`src/rtl/fwd_hazard_ctrl.sv`:
```
// EX-stage forwarding select generation, load-use / HI-LO hazard detection and
// mult/div occupancy sequencing for the 5-stage MIPS pipeline.
module fwd_hazard_ctrl #(
  parameter int MULT_CYCLES = 4,
  parameter int DIV_CYCLES  = 32,
  parameter int CNT_W       = 6
) (
  input  logic       clk,
  input  logic       rst_n,
  input  logic [4:0] id_rs,
  input  logic [4:0] id_rt,
  input  logic       id_uses_rs,
  input  logic       id_uses_rt,
  input  logic       id_is_muldiv,
  input  logic       id_is_div,
  input  logic       id_reads_hilo,
  input  logic       id_ex_regwrite,
  input  logic [4:0] id_ex_rd,
  input  logic       id_ex_memread,
  input  logic       id_ex_is_link,
  input  logic       ex_mem_regwrite,
  input  logic [4:0] ex_mem_rd,
  output logic [1:0] rs_fsel,
  output logic [1:0] rt_fsel,
  output logic       pc_hold,
  output logic       if_id_hold,
  output logic       id_ex_bubble,
  output logic       muldiv_busy,
  output logic       muldiv_done
);

  localparam logic [1:0] ST_IDLE = 2'd0;
  localparam logic [1:0] ST_BUSY = 2'd1;
  localparam logic [1:0] ST_DONE = 2'd2;

  localparam logic [CNT_W-1:0] MULT_LOAD = CNT_W'(MULT_CYCLES - 1);
  localparam logic [CNT_W-1:0] DIV_LOAD  = CNT_W'(DIV_CYCLES - 1);
  localparam logic [CNT_W-1:0] CNT_ONE   = CNT_W'(1);

  localparam logic [1:0] SEL_RF   = 2'd0;
  localparam logic [1:0] SEL_EXM  = 2'd1;
  localparam logic [1:0] SEL_LINK = 2'd2;
  localparam logic [1:0] SEL_WB   = 2'd3;

  logic [1:0]       r_state;
  logic [1:0]       w_state_next;
  logic [CNT_W-1:0] r_cnt;
  logic [CNT_W-1:0] w_cnt_next;
  logic [1:0]       r_rs_fsel;
  logic [1:0]       r_rt_fsel;

  logic             w_rs_load_hit;
  logic             w_rt_load_hit;
  logic             w_load_use;
  logic             w_md_hazard;
  logic             w_stall;
  logic [9:0]       w_src;
  logic [3:0]       w_fsel_next;

  // Hazard detection: register 0 is never a real dependency.
  assign w_rs_load_hit = id_uses_rs && (id_ex_rd == id_rs);
  assign w_rt_load_hit = id_uses_rt && (id_ex_rd == id_rt);
  assign w_load_use    = id_ex_memread && (id_ex_rd != 5'd0) && (w_rs_load_hit || w_rt_load_hit);
  assign w_md_hazard   = (r_state != ST_IDLE) && (id_is_muldiv || id_reads_hilo);
  assign w_stall       = w_load_use || w_md_hazard;

  assign pc_hold      = w_stall;
  assign if_id_hold   = w_stall;
  assign id_ex_bubble = w_stall;

  // Operand 0 is rs, operand 1 is rt; the EX producer is nearer and wins over MEM.
  assign w_src = {id_rt, id_rs};

  generate
    for (genvar gi = 0; gi < 2; gi++) begin : g_fwd
      logic w_ex_hit;
      logic w_mem_hit;

      assign w_ex_hit  = id_ex_regwrite && (id_ex_rd != 5'd0) && (id_ex_rd == w_src[gi*5 +: 5]);
      assign w_mem_hit = ex_mem_regwrite && (ex_mem_rd != 5'd0) && (ex_mem_rd == w_src[gi*5 +: 5]);

      assign w_fsel_next[gi*2 +: 2] = w_stall   ? SEL_RF :
                                      w_ex_hit  ? (id_ex_is_link ? SEL_LINK : SEL_EXM) :
                                      w_mem_hit ? SEL_WB : SEL_RF;
    end
  endgenerate

  always_ff @(posedge clk or negedge rst_n) begin
    if (!rst_n) begin
      r_rs_fsel <= SEL_RF;
      r_rt_fsel <= SEL_RF;
    end else begin
      r_rs_fsel <= w_fsel_next[1:0];
      r_rt_fsel <= w_fsel_next[3:2];
    end
  end

  assign rs_fsel = r_rs_fsel;
  assign rt_fsel = r_rt_fsel;

  // Down-counter is loaded with N-1 so BUSY spans exactly N cycles before DONE.
  always_comb begin
    w_state_next = r_state;
    w_cnt_next   = r_cnt;
    case (r_state)
      ST_IDLE: begin
        if (id_is_muldiv && !w_stall) begin
          w_state_next = ST_BUSY;
          w_cnt_next   = id_is_div ? DIV_LOAD : MULT_LOAD;
        end
      end
      ST_BUSY: begin
        if (r_cnt == '0) begin
          w_state_next = ST_DONE;
        end else begin
          w_cnt_next = r_cnt - CNT_ONE;
        end
      end
      ST_DONE: begin
        w_state_next = ST_IDLE;
      end
      default: begin
        w_state_next = ST_IDLE;
        w_cnt_next   = '0;
      end
    endcase
  end

  always_ff @(posedge clk or negedge rst_n) begin
    if (!rst_n) begin
      r_state <= ST_IDLE;
      r_cnt   <= '0;
    end else begin
      r_state <= w_state_next;
      r_cnt   <= w_cnt_next;
    end
  end

  assign muldiv_busy = (r_state != ST_IDLE);
  assign muldiv_done = (r_state == ST_DONE);

endmodule

```
`config.mk`:
```
export PLATFORM = sky130hd
export DESIGN_NAME = fwd_hazard_ctrl
export DESIGN_NICKNAME = d
export VERILOG_FILES = /design/src/rtl/fwd_hazard_ctrl.sv
export SDC_FILE = /design/constraint.sdc
export NUM_CORES = 1
export LEC_CHECK = 0
export BUFFER_PORTS_ARGS = -buffer_cell sky130_fd_sc_hd__buf_4
export CAP_MARGIN = 10
export CORE_AREA = 5 5 51 53
export DETAILED_ROUTE_END_ITERATION = 6
export DIE_AREA = 0 0 56 58
export MAX_ROUTING_LAYER = met4
export PLACE_DENSITY = 0.84
export SLEW_MARGIN = 15
export SYNTH_ARGS = -nofsm -noshare
export SYNTH_HDL_FRONTEND = slang
export SYNTH_SLANG_ARGS = --single-unit
```
`constraint.sdc`:
```
create_clock -name clk -period 4.5 [get_ports clk]
set_input_delay 0.45 -clock clk [delete_from_list [all_inputs] [get_ports clk]]
set_output_delay 0.45 -clock clk [all_outputs]
set_load 0.01 [all_outputs]
```
# Word-level counts from Yosys, hierarchy flattened
# Cells that the tools add are included.
# totals
register_bits	12
inputBits	31
output_inout_bits	9
word_cells	52
# op_classes
addsub	1
n_eq_ne	9
muxes	14
bitwise_logic	1
n_reduce_logical	23
# op_table
op	count
$eq 5x5->1	4
$mux 2	9
$pmux 6 s3	1
$logic_and 1x1->1	12
$mux 6	2
$reduce_bool 5->1	2
$logic_not 6->1	1
$ne 2x2->1 const B	3
$sub 6x1->6 const B	1
$mux 5	1
$pmux 2 s2	1
$logic_or 1x1->1	3
$reduce_and 3->1	1
$eq 2x1->1 const B	1
$eq 2x2->1 const B	1
$logic_not 2->1	1
$reduce_and 2->1	1
$reduce_bool 2->1	1
$logic_not 1->1	1
$not 1->1	1

# Longest topological paths before layout
# logic_depth
word_depth	9
depth_mapped	6
mapped_depth_nobuf	6

# Worst setup path after synthesis
# No wires, ideal clock.
# synth_timing
path_type	input-to-output
startpoint	in id_ex_rd[1]
endpoint	out if_id_hold
t_arrival_ns	1.665
required_ns	4.050
path_slack_ns	2.385
stages	4
path_buffers	1
path_cell_list	or4_1 -> o21ai_0 -> o21ai_1 -> buf_4
# synth_between
elab_chain_cells	5
elab_cells_between_ends	9
cone_classes	2 x eq/ne; 7 x reduce/logical
# synth_lines
item	line	text
start, declared	18	input logic [4:0] id_ex_rd,
$eq 5x5->1, on equally long branches	61, 62	
$logic_and 1x1->1, on equally long branches	61, 62	
$logic_or 1x1->1	63	assign w_load_use = id_ex_memread && (id_ex_rd != 5'd0) && (w_rs_load_hit || w_rt_load_hit);
$logic_and 1x1->1 (*)	63	
$logic_or 1x1->1 (*)	65	assign w_stall = w_load_use || w_md_hazard;
end, declared	26	output logic if_id_hold,
# Every way passes the cells marked *; elsewhere a longest branch is shown, timed or not.

# Final worst setup path
# layout_timing
startpoint	in id_ex_rd[1]
endpoint	out pc_hold
# layout_between
elab_chain_cells	5
elab_cells_between_ends	9
cone_classes	2 x eq/ne; 7 x reduce/logical
# layout_lines
item	line	text
$eq 5x5->1, on equally long branches	61, 62	
$logic_and 1x1->1, on equally long branches	61, 62	
$logic_or 1x1->1	63	
$logic_and 1x1->1 (*)	63	
$logic_or 1x1->1 (*)	65	
end, declared	25	output logic pc_hold,
# Marks and branches as above.

==> flow_summary_export.csv <==
group,metric,value,unit
sta,fin_setup_tns,0,ns
layout,finalNonFillerCells,183,
sta,fmax,442,MHz
route,vias,1024,
clock_network,cts_tree,"built",
layout,nets,190,
die,fp.dieH,58,µm
setup_path,worst_setup_path_start_kind,"input pin",
clock_network,clock_latency,0.28,ns
pwr,power.density,387,nW/µm²
yosys,seq_area_frac_synth,0.298,
route,drtPass1Iterations,4,
pwr,p_sw_frac,0.402,
placed_design,portBuffers,39,
route,finalWirelength,2700,µm
placed_design,dp_cells,179,
layout,final_util,0.639,
setup_path,crit_required,4.05,ns
sta,worst_slew_pin_slew,0.432,ns
sta,skew,0.00830,ns
pwr,vdd_drop_max,0.180,mV
yosys,synth_top_area_share,0.298,
grt,grt_max_degree,13,
die,rows,17,
yosys,ys.flop_type,"dfrtp_1",
yosys,syn_inst,116,
sta,setup_viol,0,
layout,diodes,0,
route,wl_per_cell,14.7,µm
sta,slew_viol_final,0,
setup_path,crit_type,"input pin to primary output",
clock_network,clock_sinks,12,
yosys,synth_edf_count,0,
sta,hold_violations,0,
grt,grt_pass1_vias,1052,
placed_design,place_ws,2.23,ns
pwr,p_leak,0.636,nW
yosys,syn_area,1010,µm²
die,core_region_area,2110,µm²
setup_path,critPathArrivalTime,1.81,ns
pwr,p_comb_frac,0.539,
placed_design,gp_congestion,0.861,
die,pin_count,40,
layout,drive_gt1_frac,0.310,
yosys,async_reset_ff_frac,1.00,
route,drtIter0Drc,24,
sta,max-slew-margin-rel,0.709,
pwr,internal_power,311,µW
route,ant_nets,0,
sta,finalCritPeriodShare,0.502,
yosys,ys_ff_latch,12,
layout,fillCellCount,188,
grt,grtUsageTotal,0.184,
sta,worst_slack,2.24,ns
clock_network,cts_buffers,3,
run_status,status,"finished clean",
pwr,p_seq_frac,0.331,
die,die_w,56,µm
setup_path,worstSetupEndpointType,"primary output",
sta,rsz0062_at_grt,"false",
layout,area_growth,33.5,%
yosys,synth_fp_nets,149,
flow_run,max_cap_viol_count,0,
yosys,synth_area_leaders,"dfrtp_1 30%, xor2_1 10%, xnor2_1 7.0%, a21oi_1 5.0%, o21ai_0 4.0%",
grt,grt_pass1_wl,4490,µm
setup_path,worstPathMaxFanout,7,
grt,grt_antenna_before_repair,0,
die,die_area,3250,µm²
route,via_per_inst,5.60,
yosys,avgSynthCellArea,8.68,µm²
hold_path,hp-class,"input pin to register",
pwr,power,520,µW
clock_network,clk_pin_slew_worst_paths,0.06,ns
yosys,yosysTopAreaCell,"dfrtp_1",
grt,grt-ovfl-total,0,
pwr,pwr-share-clk,0.130,
yosys,synth_warnings,0,
layout,multiInputGateArea,658,µm²
sta,layout_min_cycle_time,2.26,ns
clock_network,htree_levels,1,
layout,seq_area,300,µm²
yosys,synth.top_cells.by_count,"12 x dfrtp_1, 12 x xor2_1, 10 x a21oi_1",
yosys,synthDistinctLibCells,36,
pwr,switching_power,209,µW
clock_network,clock_path_buffers,2,
placed_design,hpwl,2260,µm
clock_network,clockRootBuffer,"clkbuf_4",
route,route.detailed.drc,0,
die,start_util,0.478,
[final cells by class]
cell class                 instances  share of cell area
multi-input combinational         93               0.489
timing repair buffer              40               0.225
sequential                        12               0.223
tap                               28              0.0260
inverter                           7              0.0195
clock buffer                       3              0.0167
[state kept, by name (all words and copies together) (netlist names)]
name / count
r_state: 2
r_cnt: 6
rs_fsel: 2
rt_fsel: 2
[placed cells by master, fill, tap and decap left out, types with 2 or more instances in the layout]
cell,n
buf_4,39
xor2_1,12
dfrtp_1,12
a21oi_1,10
xnor2_1,8
o21ai_0,8
nor2_1,7
inv_1,7
nand3_1,4
or3_1,4
nand2_1,3
nor2b_1,3
a31oi_1,3
clkbuf_4,3
and3_1,2
or4_1,2
nor4_1,2
nor3_1,2
nand2b_1,2
a211oi_1,2
o2bb2ai_1,2
mux2_4,2
ha_1,2
[worst max-delay path, cell delays in order]
cell and delay (ns):
buf_4 0.13, or4_1 0.56, o21ai_0 0.28, o21ai_1 0.20
buf_4 0.20
[logic make-up after synthesis]
group           after synthesis  share of synthesized area
simple gates                 34                      0.195
flops                        12                      0.298
buf+inv                      11                     0.0485
mux                           2                     0.0298
fa+ha+maj                     2                     0.0248
compound gates               35                      0.230
xor+xnor                     20                      0.174
[path summary, 6_finish.rpt]
check                                           from                     end  slack [ns]  cells after the start
worst max register to register  r_cnt[0]$_DFFE_PN0P_    r_cnt[1]$_DFFE_PN0P_        2.71                      6
worst min-delay path                   id_ex_is_link    rs_fsel[0]$_DFF_PN0_        0.46                      3
worst max-delay path                     id_ex_rd[1]                 pc_hold        2.24                      5
max in group asynchronous                      rst_n  r_state[0]$_DFFE_PN0P_        3.81                      2
worst min register to register  r_cnt[1]$_DFFE_PN0P_    r_cnt[1]$_DFFE_PN0P_        0.54                      1
min in group asynchronous                      rst_n    rt_fsel[0]$_DFF_PN0_        0.53                      2
[through the flow]
step,area [µm²],hold slack [ns]
final,1350,0.459
after global routing,1350,0.464
after CTS,1350,0.451
after detailed placement,1310,0.298
after global placement,1310,0.295
after floorplan,1010,0.154
[power groups by stage]
stage | clock [mW] | sequential [mW] | combinational (mW)
5_1_grt | 0.0733 | 0.177 | 0.316
3_3_place_gp | 0 | 0.171 | 0.269
6_report | 0.0675 | 0.172 | 0.280
4_1_cts | 0.0698 | 0.172 | 0.282
3_5_place_dp | 0 | 0.173 | 0.280
2_1_floorplan | 0 | 0.157 | 0.215
[layer usage]
metal  GRT usage  routed length [µm]  up-vias
li1            -                   -      496
met1       0.197                1020      458
met2       0.311                1320       59
met3      0.0334                 246       11
met4       0.125                 114        0
met5           -                   0        -
[timing repair]
item | in CTS | in global routing
endpoints found under the hold margin | 12 | 0
buffers inserted | 0 | 0
gates resized for setup | 0 | 0
hold buffers | 1 | 0
Power figures use the tool's default switching activity.
